===== src/rtl/sram_arbiter.sv =====
// sram_arbiter: two-port round-robin arbiter and sequencer in front of sram_controller.
//
// Collects single-byte read/write requests from two requesters and serialises
// them onto the controller's address/data_in/read_en/write_en interface. The
// selected enable is held for READ_CYCLES or WRITE_CYCLES clocks, then a DONE
// cycle idles the controller and a one-cycle ack is issued to the granted port.
//
// Ports:
//   i_clk, i_rst_n                 clock, synchronous active-low reset
//   i_req0/1, i_we0/1              request and op (1 = write, 0 = read), held until ack
//   i_addr0/1, i_wdata0/1          request address and write data
//   o_ack0/1                       one-cycle completion pulse
//   o_rdata0/1                     read data, held until that port's next read completes
//   o_ctrl_address, o_ctrl_data_in to sram_controller address / data_in
//   o_ctrl_read_en, o_ctrl_write_en to sram_controller read_en / write_en
//   i_ctrl_data_out                from sram_controller data_out
//   o_busy                         high whenever the sequencer is not idle
//
// state | meaning
// ------+-----------------------------------------------------------
// IDLE  | waiting for an eligible request; grants on the closing edge
// READ  | read_en asserted for READ_CYCLES cycles
// WRITE | write_en asserted for WRITE_CYCLES cycles
// DONE  | enables low; ack and read data registered on the closing edge
module sram_arbiter #(
    parameter int ADDR_W       = 16,
    parameter int DATA_W       = 8,
    parameter int READ_CYCLES  = 2,
    parameter int WRITE_CYCLES = 1
) (
    input  logic              i_clk,
    input  logic              i_rst_n,
    input  logic              i_req0,
    input  logic              i_we0,
    input  logic [ADDR_W-1:0] i_addr0,
    input  logic [DATA_W-1:0] i_wdata0,
    output logic              o_ack0,
    output logic [DATA_W-1:0] o_rdata0,
    input  logic              i_req1,
    input  logic              i_we1,
    input  logic [ADDR_W-1:0] i_addr1,
    input  logic [DATA_W-1:0] i_wdata1,
    output logic              o_ack1,
    output logic [DATA_W-1:0] o_rdata1,
    output logic [ADDR_W-1:0] o_ctrl_address,
    output logic [DATA_W-1:0] o_ctrl_data_in,
    output logic              o_ctrl_read_en,
    output logic              o_ctrl_write_en,
    input  logic [DATA_W-1:0] i_ctrl_data_out,
    output logic              o_busy
);

    typedef enum logic [1:0] {
        S_IDLE  = 2'd0,
        S_READ  = 2'd1,
        S_WRITE = 2'd2,
        S_DONE  = 2'd3
    } state_t;

    // Terminal counts: the counter starts at 0 on the first enabled cycle.
    localparam logic [3:0] RD_LAST = 4'(READ_CYCLES - 1);
    localparam logic [3:0] WR_LAST = 4'(WRITE_CYCLES - 1);

    state_t            r_state;
    state_t            w_next_state;
    logic [3:0]        r_counter;
    logic              r_last_grant;
    logic              r_grant;
    logic              r_we;
    logic [ADDR_W-1:0] r_addr;
    logic [DATA_W-1:0] r_wdata;
    logic              r_ack0;
    logic              r_ack1;
    logic [DATA_W-1:0] r_rdata0;
    logic [DATA_W-1:0] r_rdata1;

    logic              w_elig0;
    logic              w_elig1;
    logic              w_grant_valid;
    logic              w_grant_port;
    logic              w_sel_we;
    logic              w_term;

    // A port whose ack is showing this cycle sits out one arbitration round,
    // so a requester that has not yet dropped req is not granted twice.
    assign w_elig0       = i_req0 & ~r_ack0;
    assign w_elig1       = i_req1 & ~r_ack1;
    assign w_grant_valid = w_elig0 | w_elig1;

    always_comb begin
        w_grant_port = 1'b0;
        if (w_elig0 && w_elig1) begin
            w_grant_port = ~r_last_grant;
        end else if (w_elig1) begin
            w_grant_port = 1'b1;
        end
    end

    assign w_sel_we = w_grant_port ? i_we1 : i_we0;

    always_comb begin
        w_next_state = r_state;
        w_term       = 1'b0;
        case (r_state)
            S_IDLE: begin
                if (w_grant_valid) begin
                    w_next_state = w_sel_we ? S_WRITE : S_READ;
                end
            end
            S_READ: begin
                w_term = (r_counter == RD_LAST);
                if (w_term) begin
                    w_next_state = S_DONE;
                end
            end
            S_WRITE: begin
                w_term = (r_counter == WR_LAST);
                if (w_term) begin
                    w_next_state = S_DONE;
                end
            end
            S_DONE: begin
                w_next_state = S_IDLE;
            end
            default: begin
                w_next_state = S_IDLE;
            end
        endcase
    end

    always_ff @(posedge i_clk) begin
        if (!i_rst_n) begin
            r_state <= S_IDLE;
        end else begin
            r_state <= w_next_state;
        end
    end

    always_ff @(posedge i_clk) begin
        if (!i_rst_n) begin
            r_counter    <= 4'd0;
            r_last_grant <= 1'b1;
            r_grant      <= 1'b0;
            r_we         <= 1'b0;
            r_addr       <= '0;
            r_wdata      <= '0;
            r_ack0       <= 1'b0;
            r_ack1       <= 1'b0;
            r_rdata0     <= '0;
            r_rdata1     <= '0;
        end else begin
            r_ack0 <= 1'b0;
            r_ack1 <= 1'b0;
            case (r_state)
                S_IDLE: begin
                    if (w_grant_valid) begin
                        r_grant      <= w_grant_port;
                        r_last_grant <= w_grant_port;
                        r_we         <= w_sel_we;
                        r_addr       <= w_grant_port ? i_addr1 : i_addr0;
                        r_wdata      <= w_grant_port ? i_wdata1 : i_wdata0;
                        r_counter    <= 4'd0;
                    end
                end
                S_READ, S_WRITE: begin
                    // Hold at the terminal count rather than wrapping.
                    if (!w_term) begin
                        r_counter <= r_counter + 4'd1;
                    end
                end
                S_DONE: begin
                    if (r_grant) begin
                        r_ack1 <= 1'b1;
                        if (!r_we) begin
                            r_rdata1 <= i_ctrl_data_out;
                        end
                    end else begin
                        r_ack0 <= 1'b1;
                        if (!r_we) begin
                            r_rdata0 <= i_ctrl_data_out;
                        end
                    end
                end
                default: begin
                end
            endcase
        end
    end

    assign o_ack0          = r_ack0;
    assign o_ack1          = r_ack1;
    assign o_rdata0        = r_rdata0;
    assign o_rdata1        = r_rdata1;
    assign o_ctrl_address  = r_addr;
    assign o_ctrl_data_in  = r_wdata;
    assign o_ctrl_read_en  = (r_state == S_READ);
    assign o_ctrl_write_en = (r_state == S_WRITE);
    assign o_busy          = (r_state != S_IDLE);

endmodule

===== config.mk =====
export PLATFORM = sky130hd
export DESIGN_NAME = sram_arbiter
export DESIGN_NICKNAME = d
export VERILOG_FILES = /design/src/rtl/sram_arbiter.sv
export SDC_FILE = /design/constraint.sdc
export NUM_CORES = 1
export LEC_CHECK = 0
export ABC_AREA = 1
export ABC_CLOCK_PERIOD_IN_PS = 1800
export BUFFER_PORTS_ARGS = -buffer_cell sky130_fd_sc_hd__buf_2
export CAP_MARGIN = 15
export CORE_MARGIN = 4
export CORE_UTILIZATION = 48
export CTS_BUF_LIST = sky130_fd_sc_hd__clkbuf_4 sky130_fd_sc_hd__clkbuf_8
export CTS_CLUSTER_DIAMETER = 30
export DETAILED_ROUTE_END_ITERATION = 16
export PLACE_DENSITY = 0.87
export SYNTH_ARGS = -nofsm -noshare
export SYNTH_HDL_FRONTEND = slang
export SYNTH_SLANG_ARGS = --single-unit

===== constraint.sdc =====
create_clock -name i_clk -period 1.8 [get_ports i_clk]
set_clock_uncertainty 0.15 [all_clocks]
set_input_delay 0.36 -clock i_clk [delete_from_list [all_inputs] [get_ports i_clk]]
set_output_delay 0.36 -clock i_clk [all_outputs]
set_load 0.05 [all_outputs]

==> impl_metrics.env <==
export IMPL_status="completed"
export IMPL_synth_top_area_cell="dfxtp_1"
export IMPL_crit_arrival_ns=1.19
export IMPL_finalCritPeriodShare_pct=94.7
export IMPL_worstPathCellList="inv_1 -> ha_2 -> inv_2 -> buf_6"
export IMPL_hp_class="in -> reg"
export IMPL_io_pins=107
export IMPL_area_growth_syn_to_layout_pct=28.7
export IMPL_crit_path_end_kind="output port"
export IMPL_htree_levels=2
export IMPL_reg2reg_to="r_counter[1]"
export IMPL_synth_yosys_seq_area_share_pct=43.2
export IMPL_firstDrtPassIters=4
export IMPL_syn_area_sq_um=2370
export IMPL_grt_pass1_vias=2246
export IMPL_cp_max_fo=4
export IMPL_start_util_pct=49.8
export IMPL_fillers=432
export IMPL_critical_path_max_stage_delay_ns=0.37
export IMPL_io_buffers=106
export IMPL_cts_buffer_depth=2
export IMPL_rsz0062_at_grt="no"
export IMPL_avgSynthCellArea_sq_um=7.33
export IMPL_yosys_warnings=0
export IMPL_grt_pass1_wl_um=9600
export IMPL_p_sw_share_pct=47.9
export IMPL_r2r_start="r_state[1]"
export IMPL_whs_endpoint="o_rdata0[3]"
export IMPL_core_area_sq_um=4750
export IMPL_start_kind="flip-flop"
export IMPL_ys_ff_latch=51
export IMPL_antenna_cells=0
export IMPL_synth_top_area_share_pct=43.2
export IMPL_stdcell_count=496
export IMPL_hold_path_depth=3
export IMPL_combPwrFrac_pct=51.9
export IMPL_synth_area_leaders="dfxtp_1 (43%), nand2_1 (12%), o211ai_1 (7.6%)"
export IMPL_antenna_left=0
export IMPL_p_int_w=0.00236
export IMPL_min_period_ns=1.70
export IMPL_drc=0
export IMPL_slew_viol_final=0
export IMPL_die_h_um=78.2
export IMPL_dp_cells=489
export IMPL_layout_common_cells="buf_2 (105), nand2_1 (75), dfxtp_1 (49), inv_1 (39), nor2_1 (39)"
export IMPL_die_area_sq_um=6120
export IMPL_syn_num_nets=392
export IMPL_p_clk_share_pct=13.0
export IMPL_nets=499
export IMPL_vias=2367
export IMPL_powerDensity_nw_per_um2=1490
export IMPL_ff2ff_setup_slack_ns=0.16
export IMPL_layout_commonest_cell="buf_2"
export IMPL_slowest_stage="dfxtp_2"
export IMPL_cp_data_required_time_ns=1.29
export IMPL_worstSetupPathType="reg -> out"
export IMPL_synth_distinct_cells=25
export IMPL_drt_wirelength_per_cell_um=11.4
export IMPL_grt_antenna_before_repair=0
export IMPL_ir_drop_mv=0.872
export IMPL_finalSetupTns_ns=0
export IMPL_place_area_sq_um=2950
export IMPL_numCtsBuffers=5
export IMPL_syn_inst=323
export IMPL_wl_um=5640
export IMPL_detailed_place_hpwl_um=4500
export IMPL_r2r_cells=9
export IMPL_gp_congestion=0.805
export IMPL_power_frac_seq_pct=35.1
export IMPL_clk_pin_slew_ns=0.08
export IMPL_die_x_um=78.2
export IMPL_hold_buffers=0
export IMPL_cts_root_buf="clkbuf_8"
export IMPL_cts_sinks=51
export IMPL_fmax_mhz=587
export IMPL_preCtsSetupSlack_ns=0.110
export IMPL_p_leak_nw=1.69
export IMPL_vias_per_cell=4.77
export IMPL_clk_latency_ns=0.29
export IMPL_worst_pin_slew_ns=0.269
export IMPL_cts_tree="built"
export IMPL_track_usage_pct=19.0
export IMPL_slew_headroom_pct=82.2
export IMPL_row_count=25
export IMPL_first_iter_violations=88
export IMPL_fin_area_sq_um=3050
export IMPL_grt_overflow=0
export IMPL_setup_viol=0
export IMPL_maxCapViolations=0
export IMPL_p_sw_w=0.00217
export IMPL_drive_gt1_share_pct=31.0
export IMPL_hp_start="i_ctrl_data_out[3]"
export IMPL_final_setup_worst_slack_ns=0.0951
export IMPL_hold_viol_final=0
export IMPL_grt_max_degree=32
-- cells by family (layout without fill, tap and decap cells) --
family / Yosys count / after routing / synth area share [%]
DFF: 51 / 51 / 43.2
adders and majority gates: 7 / 7 / 3.70
buffers and inverters: 57 / 163 / 10.9
AOI/OAI and AO/OA: 50 / 50 / 13.6
and+or+nand+nor: 157 / 157 / 28.2
xor gates and xnor gates: 1 / 1 / 0.370
-- power groups by stage --
stage | Clock (W) | Combinational [W] | Sequential [W]
final | 0.000587 | 0.00235 | 0.00159
after global routing | 0.000664 | 0.00257 | 0.00163
after CTS | 0.000618 | 0.00235 | 0.00159
after detailed placement | 0 | 0.00232 | 0.00161
after global placement | 0 | 0.00228 | 0.00160
after floorplan | 0 | 0.00104 | 0.00238
-- per-stage QoR --
stage	utilization, %	power (W)	hold WS, ns
final	64.1	0.00453	0.171
after global routing	64.1	0.00486	0.178
after CTS	63.8	0.00456	0.161
after detailed placement	62.1	0.00393	0.311
after global placement	62.1	0.00388	0.309
after floorplan	-	0.00342	0.280
-- cell type report --
cell class              instances  area [sq um]  share of cell area, %
multi-input cells             215          1090                   35.7
flip-flops and latches         51          1020                   33.6
repair buffers                114           609                   20.0
inverters                      43           164                   5.38
well taps                      67          83.8                   2.75
clock buffers                   6          76.3                   2.51
-- worst max path at each step --
| stage | slack (ns) | depth (start not counted) | end | from |
|---|---|---|---|---|
| after floorplan | 0.13 | 10 | o_ctrl_address[11] | o_ack1 |
| after global placement | 0.22 | 9 | r_counter[1] | r_state[0] |
| after detailed placement | 0.11 | 9 | r_counter[1] | r_state[0] |
| after CTS | 0.02 | 4 | o_busy | r_state[0] |
| after global routing | 0.02 | 3 | o_ctrl_read_en | r_state[1] |
| final | 0.1 | 4 | o_busy | r_state[0] |
-- metal layers --
layer  global-route usage [%]  up-vias  routed length [um]
met2                     36.0       48                2990
met3                     2.52        4                 237
li1                         -     1250                   -
met4                     6.12        0                  48
met5                        0        -                   0
met1                     21.9     1065                2360
-- critical path: cells and delay by family (launching register included) --
kind	cells	cell delay (ns)
adder cells (fa/ha/maj)	1	0.21
buffers and inverters	3	0.33
flip-flops	1	0.37
-- registers in the layout (all words and copies together), names as in the netlist --
signal	count
r_counter	4
o_rdata1	8
o_ack0	1
r_we	1
o_rdata0	8
o_ctrl_address	16
r_grant	1
o_ctrl_data_in	8
r_state	2
r_last_grant	1
o_ack1	1
-- Yosys cell counts (all sizes together) --
cell type	n
a21oi	9
and3	1
buf	10
clkbuf	4
dfxtp	51
ha	7
inv	43
nand2	78
nand3	35
nand3b	1
nor2	40
nor3	2
o211ai	24
o21ai	17
xnor2	1
-- repair_timing --
item,4_1_cts,5_1_grt
hold endpoints to repair,0,0
buffers inserted,0,1
endpoints found under the setup margin,1,2
resized for setup,4,1
Power figures use the tool's default switching activity.
